==> config.mk <==
export PLATFORM = sky130hd
export DESIGN_NAME = scan_mux
export DESIGN_NICKNAME = d
export VERILOG_FILES = /design/src/rtl/scan_mux.sv
export SDC_FILE = /design/constraint.sdc
export NUM_CORES = 1
export LEC_CHECK = 0
export ABC_AREA = 0
export CAP_MARGIN = 25
export CORE_UTILIZATION = 47
export DETAILED_ROUTE_END_ITERATION = 6
export PLACE_DENSITY = 0.78
export SLEW_MARGIN = 10
export SYNTH_ARGS = -nofsm -noshare
export SYNTH_HDL_FRONTEND = slang
export SYNTH_SLANG_ARGS = --single-unit
==> constraint.sdc <==
create_clock -name clk -period 2.45 [get_ports clk]
set_input_delay 0.3675 -clock clk [delete_from_list [all_inputs] [get_ports clk]]
set_output_delay 0.3675 -clock clk [all_outputs]
set_load 0.02 [all_outputs]
==> src/rtl/scan_mux.sv <==
// Registered CH-channel, W-bit multiplexer with manual select and round-robin auto-scan.
// Define SCAN_MUX_MASK_EN to add a per-channel skip mask (port mask, 1 = skipped).
module scan_mux #(
  parameter int CH    = 8,
  parameter int W     = 1,
  parameter int DWELL = 4
) (
  input  logic                  clk,
  input  logic                  rst,
  input  logic                  en,
  input  logic                  mode,
  input  logic [$clog2(CH)-1:0] sel,
  input  logic [CH*W-1:0]       in,
`ifdef SCAN_MUX_MASK_EN
  input  logic [CH-1:0]         mask,
`endif
  output logic [W-1:0]          out,
  output logic [CH-1:0]         dec,
  output logic [$clog2(CH)-1:0] cur,
  output logic                  stb
);
  localparam int SELW = $clog2(CH);
  localparam int CNTW = (DWELL > 1) ? $clog2(DWELL) : 1;
  localparam logic [CNTW-1:0] CNT_LAST = CNTW'(DWELL - 1);

  typedef enum logic [1:0] {IDLE, MANUAL, SCAN} state_t;

  state_t          state;
  logic [CNTW-1:0] cnt;
  logic [W-1:0]    chans [CH];
  logic [CH-1:0]   skip;
  logic [SELW-1:0] ring_next;
  logic [SELW-1:0] man_cur;
  logic [SELW-1:0] scan_cur;
  logic            enter;
  logic            adv;
  int              idx;

  genvar gi;
  generate
    for (gi = 0; gi < CH; gi++) begin : g_ch
      assign chans[gi] = in[gi*W +: W];
    end
  endgenerate

`ifdef SCAN_MUX_MASK_EN
  assign skip = mask;
`else
  assign skip = '0;
`endif

  // First eligible channel after cur in ascending circular order (cur itself last).
  always_comb begin
    ring_next = cur;
    idx = 0;
    for (int k = CH; k >= 1; k--) begin
      idx = (int'(cur) + k) % CH;
      if (!skip[SELW'(idx)]) ring_next = SELW'(idx);
    end
  end

  assign man_cur  = (int'(sel) < CH) ? sel : cur;
  assign enter    = (state != SCAN);
  // Entry restarts the dwell on cur; a masked cur is left at once.
  assign adv      = skip[cur] || (!enter && cnt == CNT_LAST);
  assign scan_cur = adv ? ring_next : cur;

  always_ff @(posedge clk or posedge rst) begin
    if (rst) begin
      state <= IDLE;
      cnt   <= '0;
      cur   <= '0;
      out   <= '0;
      dec   <= '0;
      stb   <= 1'b0;
    end else if (!en) begin
      state <= IDLE;
      out   <= '0;
      dec   <= '0;
      stb   <= 1'b0;
    end else if (!mode) begin
      state <= MANUAL;
      cur   <= man_cur;
      if (skip[man_cur]) begin
        out <= '0;
        dec <= '0;
        stb <= 1'b0;
      end else begin
        out <= chans[man_cur];
        dec <= CH'(1) << man_cur;
        stb <= (man_cur != cur) || (state != MANUAL);
      end
    end else if (&skip) begin
      // Nothing eligible: look idle so scanning restarts cleanly once a channel frees up.
      state <= IDLE;
      cnt   <= '0;
      out   <= '0;
      dec   <= '0;
      stb   <= 1'b0;
    end else begin
      state <= SCAN;
      cur   <= scan_cur;
      cnt   <= (enter || adv) ? '0 : cnt + 1'b1;
      out   <= chans[scan_cur];
      dec   <= CH'(1) << scan_cur;
      stb   <= enter || adv;
    end
  end
endmodule
**Yosys cells after proc, flatten, opt, wreduce, memory -nomap -nowiden**

Memories as Yosys holds them, arrays and structs flattened.
Index checks and enable logic that the tools add are counted.

- Output and inout bits: 13
- Memories: 10
- Bits in latches: 0
- RAM bits: 0
- ROM bits: 80
- Flip-flop bits (word level): 17

- Bitwise logic cells: 2
- $lt $le $gt $ge: 12
- Shift operators: 2
- Equality and inequality tests: 4
- Divide/modulo/power cells: 0
- $add $sub $neg: 9
- Reductions and logical operators: 6
- Muxes and demuxes: 46
- Multiply operators: 0

Memories:

| memory | words | width | read ports | clocked after Yosys merged registers in | write ports | line | source |
|---|---|---|---|---|---|---|---|
| (name not given) | 8 | 1 | 1 | 0 | 0 | 84 | `if (skip[man_cur]) begin` |
| (name not given) | 8 | 1 | 1 | 0 | 0 | 65 | `assign adv = skip[cur] \|\| (!enter && cnt == CNT_LAST);` |
| (name not given) | 8 | 1 | 1 | 0 | 0 | 58 | `if (!skip[SELW'(idx)]) ring_next = SELW'(idx);` |
| (name not given) | 8 | 1 | 1 | 0 | 0 | 58 |  |
| (name not given) | 8 | 1 | 1 | 0 | 0 | 58 |  |
| (name not given) | 8 | 1 | 1 | 0 | 0 | 58 |  |
| +4 memories | - | - | - | - | - | - |  |

Operator list:

| operator | count |
|---|---|
| 3-bit by 5-bit < comparator with 1-bit output (second input constant) | 8 |
| 3-bit 2-to-1 mux | 10 |
| 1-bit 2-to-1 mux | 28 |
| 8-bit 2-to-1 mux | 3 |
| 1-bit by 3-bit << shifter with 8-bit output (first input constant) | 2 |
| 3-bit adder (second input constant) | 4 |
| 4-bit greater-or-equal comparator (second input constant) | 2 |
| 3-bit by 4-bit < comparator with 1-bit output (second input constant) | 2 |
| 3-bit NOT with 4-bit output | 2 |
| 3-bit by 1-bit adder with 3-bit output (second input constant) | 2 |
| 3-bit by 2-bit adder with 3-bit output (second input constant) | 2 |
| 1-bit binary-select mux with 3-bit select | 2 |
| 2-bit 2-to-1 mux | 3 |
| 1-bit logical OR | 3 |
| 3-bit != test | 1 |
| 2-bit by 1-bit adder with 2-bit output (second input constant) | 1 |
| 2-bit == test (second input constant) | 1 |
| 2-bit by 1-bit != test with 1-bit output (second input constant) | 1 |
| 2-bit != test (second input constant) | 1 |
| 2-bit AND reduction | 1 |
| 1-bit logical AND | 1 |
| 1-bit logical NOT | 1 |

**Logic depth before layout (Yosys ltp)**

Gate-level depths: netlist of the first run.

- Word-level depth: 19
- Mapped depth: 6
- Gate-level depth less buffers: 5

**Least setup slack after synthesis of the first run**

No wires, ideal clock.

- Kind: flip-flop to flip-flop
- Start: reg cur[0]
- End: reg out
- Path buffers: 1
- Setup slack: 0.360 ns
- Data arrival time: 2.025 ns
- Data required time: 2.385 ns
- Clock period less this slack: 2.090 ns
- Setup time: 0.065 ns
- Cell stages (with the launch flop): 7
- Path through: dfrtp_1 ha_1 buf_2 nor2b_1 mux4_2 a2111oi_1 a211o_1

- Cells in the longest elaborated chain, start to end: 19
- Elaborated cells on any way between the ends: 50

Ends and longest elaborated chain:

| item | line | source |
|---|---|---|
| start: declaration | 19 | `output logic [$clog2(CH)-1:0] cur,` |
| start signal: assignment | 83 | `cur <= man_cur;` |
| start signal: assignment | 102 | `cur <= scan_cur;` |
| 3-bit by 1-bit adder with 3-bit output | 57 | `idx = (int'(cur) + k) % CH;` |
| memory read 8 x 1 bit | - |  |
| 1-bit 2-to-1 mux (implied by the code) (2 in series) | 58 |  |
| 3-bit 2-to-1 mux (8 in series) | 58 |  |
| 3-bit 2-to-1 mux (*) | 66 | `assign scan_cur = adv ? ring_next : cur;` |
| 3-bit NOT with 4-bit output (implied by the code) (*) | 104 | `out <= chans[scan_cur];` |
| 1-bit binary-select mux with 3-bit select (*) | 104 |  |
| 1-bit 2-to-1 mux (implied by the code) (*) (2 in series) | 104 |  |
| 1-bit 2-to-1 mux (*) | 81 | `end else if (!mode) begin` |
| 1-bit 2-to-1 mux (*) | 76 | `end else if (!en) begin` |
| end signal: assignment | 89 | `out <= chans[man_cur];` |
| end signal: assignment | 104 |  |
| end: declaration | 17 | `output logic [W-1:0] out,` |

Every way passes the cells marked *; elsewhere a longest branch is shown, timed or not. The select of a mux whose other input is x is not followed.
A chain may end at the register's enable or synchronous reset.

**Worst setup path in the final report of the first run**

Same ends and word-level chain as after synthesis.

==> qor.yml, run 1 <==
sta:
  slew_headroom: 0.583
  setup_slack_ns: 0.356
  rsz0062_at_grt: "false"
  finalHoldViolCount: 0
  max_freq_ghz: 0.478
  post-route-min-period_ns: 2.09
  tns_ns: 0
  worst_pin_slew_ns: 0.625
  timing.final.crit_share: 0.854
  final-setup-viol-count: 0
  final_max_slew_viol_count: 0
  skew_ns: 0.00574
floorplanning:
  die_w_um: 48.2
  die_h_um: 48.2
  rows: 16
  die-area_mm2: 0.00233
  ios: 28
  start_util: 0.507
  core_area_mm2: 0.00198
synth:
  synth_seq_cells: 17
  syn_nets: 110
  synth_simple_gate_area_share: 0.197
  synth_compound_area_frac: 0.101
  synthAdderAreaFrac: 0.0249
  yosys_warnings: 0
  synth_top_family_by_area: "simple AND/OR/NAND/NOR gates"
  syn_area_mm2: 0.00100
  syn_inst: 93
  yosysUniqueCellTypes: 32
  synth-xor-area-share: 0.0436
  ys_seq_area_frac: 0.423
  syn-mean-instance-area_um2: 10.8
  synth.area.mux_share: 0.172
pwr:
  vdd_drop_max_mv: 0.369
  power.density_mw_per_mm2: 545
  p_leak_uw: 0.000624
place:
  place_area_mm2: 0.00131
  dp_slack_ns: 0.354
  place.gp.congestion: 0.860
  port_buffers: 27
  dp.final_hpwl_um: 1710
routing:
  drc_errors: 0
  wl_per_cell_um: 14.4
  drtIter0Drc: 16
  first_pass_iters: 4
  drt_wl_total_um: 2160
  vias: 834
  viasPerCell: 5.56
  ant_nets: 0
worst_setup_path:
  reg2reg_to: "out"
  path_cells: "ha_1, mux2i_1, mux4_2, a2111oi_1, a211o_1"
  crit_buf_inv: 0
  critical_path.max_stage_delay_ns: 0.49
  criticalPathCategory: "flip-flop to flip-flop"
  startpoint_type: "flip-flop"
  rr_startpoint: "cur[0]"
  worst_r2r_path_depth: 5
  crit_path_max_fanout: 7
  rrSetupSlack_ns: 0.36
  cp.required_ns: 2.68
  crit_path_end_kind: "flip-flop"
  cp.arrival_ns: 2.33
  critPathTopFamily: "multiplexers"
  cp_slowest_cell: "mux4_2"
cts:
  numCtsBuffers: 3
  cts_hold_buf: 0
  path_clk_slew_ns: 0.10
  cts-root-buf: "clkbuf_4"
  htree_levels: 1
  cts_tree: "done"
  post_cts_buffers: 0
  clock_sinks: 17
  cts_resized: 0
  clock_path_buffers: 2
  worstSkewPairLatency_ns: 0.29
grt:
  met2_usage: 0.355
  use_met1: 0.259
  grt_start_max_net_pins: 18
  track_usage: 0.213
  met3_usage: 0.0815
  antenna_found_initial: 0
  grt_first_pass_wirelength_um: 3390
  grt_pass1_vias: 814
  top_usage_layer: "met2"
  grt-ovfl-total: 0
cells_and_area:
  n_antenna_cell: 0
  syn_to_final_growth_pct: 32.9
  n_fill_cell: 159
  finalInstanceArea_mm2: 0.00134
  fin_nets: 141
  layout-drive-gt1-share: 0.138
hold_path:
  hp-class: "input port to async pin"
outcome:
  outcome: "finished clean"
flow_run:
  maxCapViolCount: 0
-- cell families after synthesis --
| group | Yosys count |
|---|---|
| compound gates | 13 |
| mux | 12 |
| fa+ha+maj | 2 |
| flops | 17 |
| simple gates | 35 |
| xor+xnor | 5 |
| buf+inv | 9 |
-- layer usage --
metal / up-vias / part of all wire
met5: - / 0
li1: 400 / -
met3: 4 / 0.054
met2: 25 / 0.48
met4: 0 / 0.0074
met1: 405 / 0.45
-- how the worst max path moves through the flow --
stage,to,startpoint,slack (ns),cells past startpoint
after global placement,out,sel[0],0.40,5
final,out,cur[0],0.36,5
after global routing,out,cur[1],0.28,5
after CTS,out,cur[0],0.36,5
after detailed placement,out,in[4],0.35,5
after floorplan,out,cur[0],0.36,6
-- report_power, final --
part	switching (uW)	internal [uW]	total (uW)
Sequential	13.6	302	316
Clock	87.5	60.8	148
Combinational	132	131	263
-- Yosys cell counts --
| cell type | n | area share |
|---|---|---|
| a2111oi_1 | 1 | 0.010 |
| ha_1 | 2 | 0.025 |
| mux4_2 | 4 | 0.090 |
| nor3_1 | 9 | 0.045 |
| o21ai_0 | 2 | 0.010 |
| a221oi_1 | 1 | 0.0087 |
| dfrtp_1 | 17 | 0.42 |
| nand2_1 | 6 | 0.022 |
| inv_2 | 1 | 0.0037 |
| buf_4 | 1 | 0.0075 |
| nor3b_1 | 1 | 0.0075 |
| nor2b_1 | 6 | 0.037 |
| xor2_1 | 3 | 0.026 |
| o211ai_1 | 1 | 0.0075 |
| xnor2_1 | 2 | 0.017 |
| nand3b_4 | 1 | 0.020 |
| a21o_1 | 2 | 0.015 |
| nor2_1 | 7 | 0.026 |
| clkbuf_1 | 1 | 0.0037 |
| buf_2 | 1 | 0.0050 |
| a21oi_1 | 2 | 0.010 |
| or2_2 | 1 | 0.0062 |
| and2b_2 | 1 | 0.0087 |
| nand4b_1 | 1 | 0.0087 |
| nor4b_1 | 1 | 0.0087 |
| mux2_2 | 2 | 0.022 |
| a2111oi_2 | 1 | 0.015 |
| inv_1 | 5 | 0.019 |
| a211oi_1 | 1 | 0.0075 |
| mux2i_1 | 6 | 0.060 |
| a211o_1 | 2 | 0.017 |
| nor4_1 | 1 | 0.0062 |
-- per-stage QoR --
stage	util	total power, uW	hold WS (ns)	std cells
detailed placement	0.660	584	0.499	146
global route	0.674	765	0.504	150
floorplan	-	482	0.294	93
finish	0.674	727	0.438	150
CTS	0.674	728	0.464	150
global placement	0.660	577	0.468	146
-- registers in the layout, indices dropped and copies added, names as in the netlist --
name and flops:
dec 8, cur 3, cnt 2, state 2
out 1, stb 1
-- layout by cell type, fill, tap and decap left out, drive strengths merged, types with 2 or more instances in the layout --
cell type / synthesis / routed
xor2: 3 / 3
nand2: 6 / 6
mux2: 2 / 2
a21o: 2 / 2
mux4: 4 / 4
dfrtp: 17 / 17
buf: 2 / 2
mux2i: 6 / 6
o21ai: 2 / 2
clkdlybuf4s50: 0 / 27
inv: 6 / 6
nor2: 7 / 7
clkbuf: 1 / 3
xnor2: 2 / 2
a21oi: 2 / 2
a2111oi: 2 / 2
ha: 2 / 2
nor2b: 6 / 6
a211o: 2 / 2
nor3: 9 / 9
-- layout make-up --
| cell class | count | area (um^2) | share of cell area |
|---|---|---|---|
| sequential | 17 | 425 | 0.319 |
| clock inverter | 1 | 5.00 | 0.00375 |
| clock buffer | 3 | 22.5 | 0.0169 |
| inverter | 6 | 22.5 | 0.0169 |
| tap | 27 | 33.8 | 0.0253 |
| timing repair buffer | 29 | 285 | 0.214 |
| multi-input combinational | 67 | 541 | 0.405 |
Power figures use the tool's default switching activity.
==> run 2, diff against run 1 <==
--- a/config.mk
+++ b/config.mk
@@ -8,6 +8,7 @@
 export ABC_AREA = 0
 export CAP_MARGIN = 25
 export CORE_UTILIZATION = 47
+export CTS_CLUSTER_DIAMETER = 120
 export DETAILED_ROUTE_END_ITERATION = 6
 export PLACE_DENSITY = 0.78
 export SLEW_MARGIN = 10
==> results of run 2 <==
Final layout, timing and power as in run 1 (identical DEF).
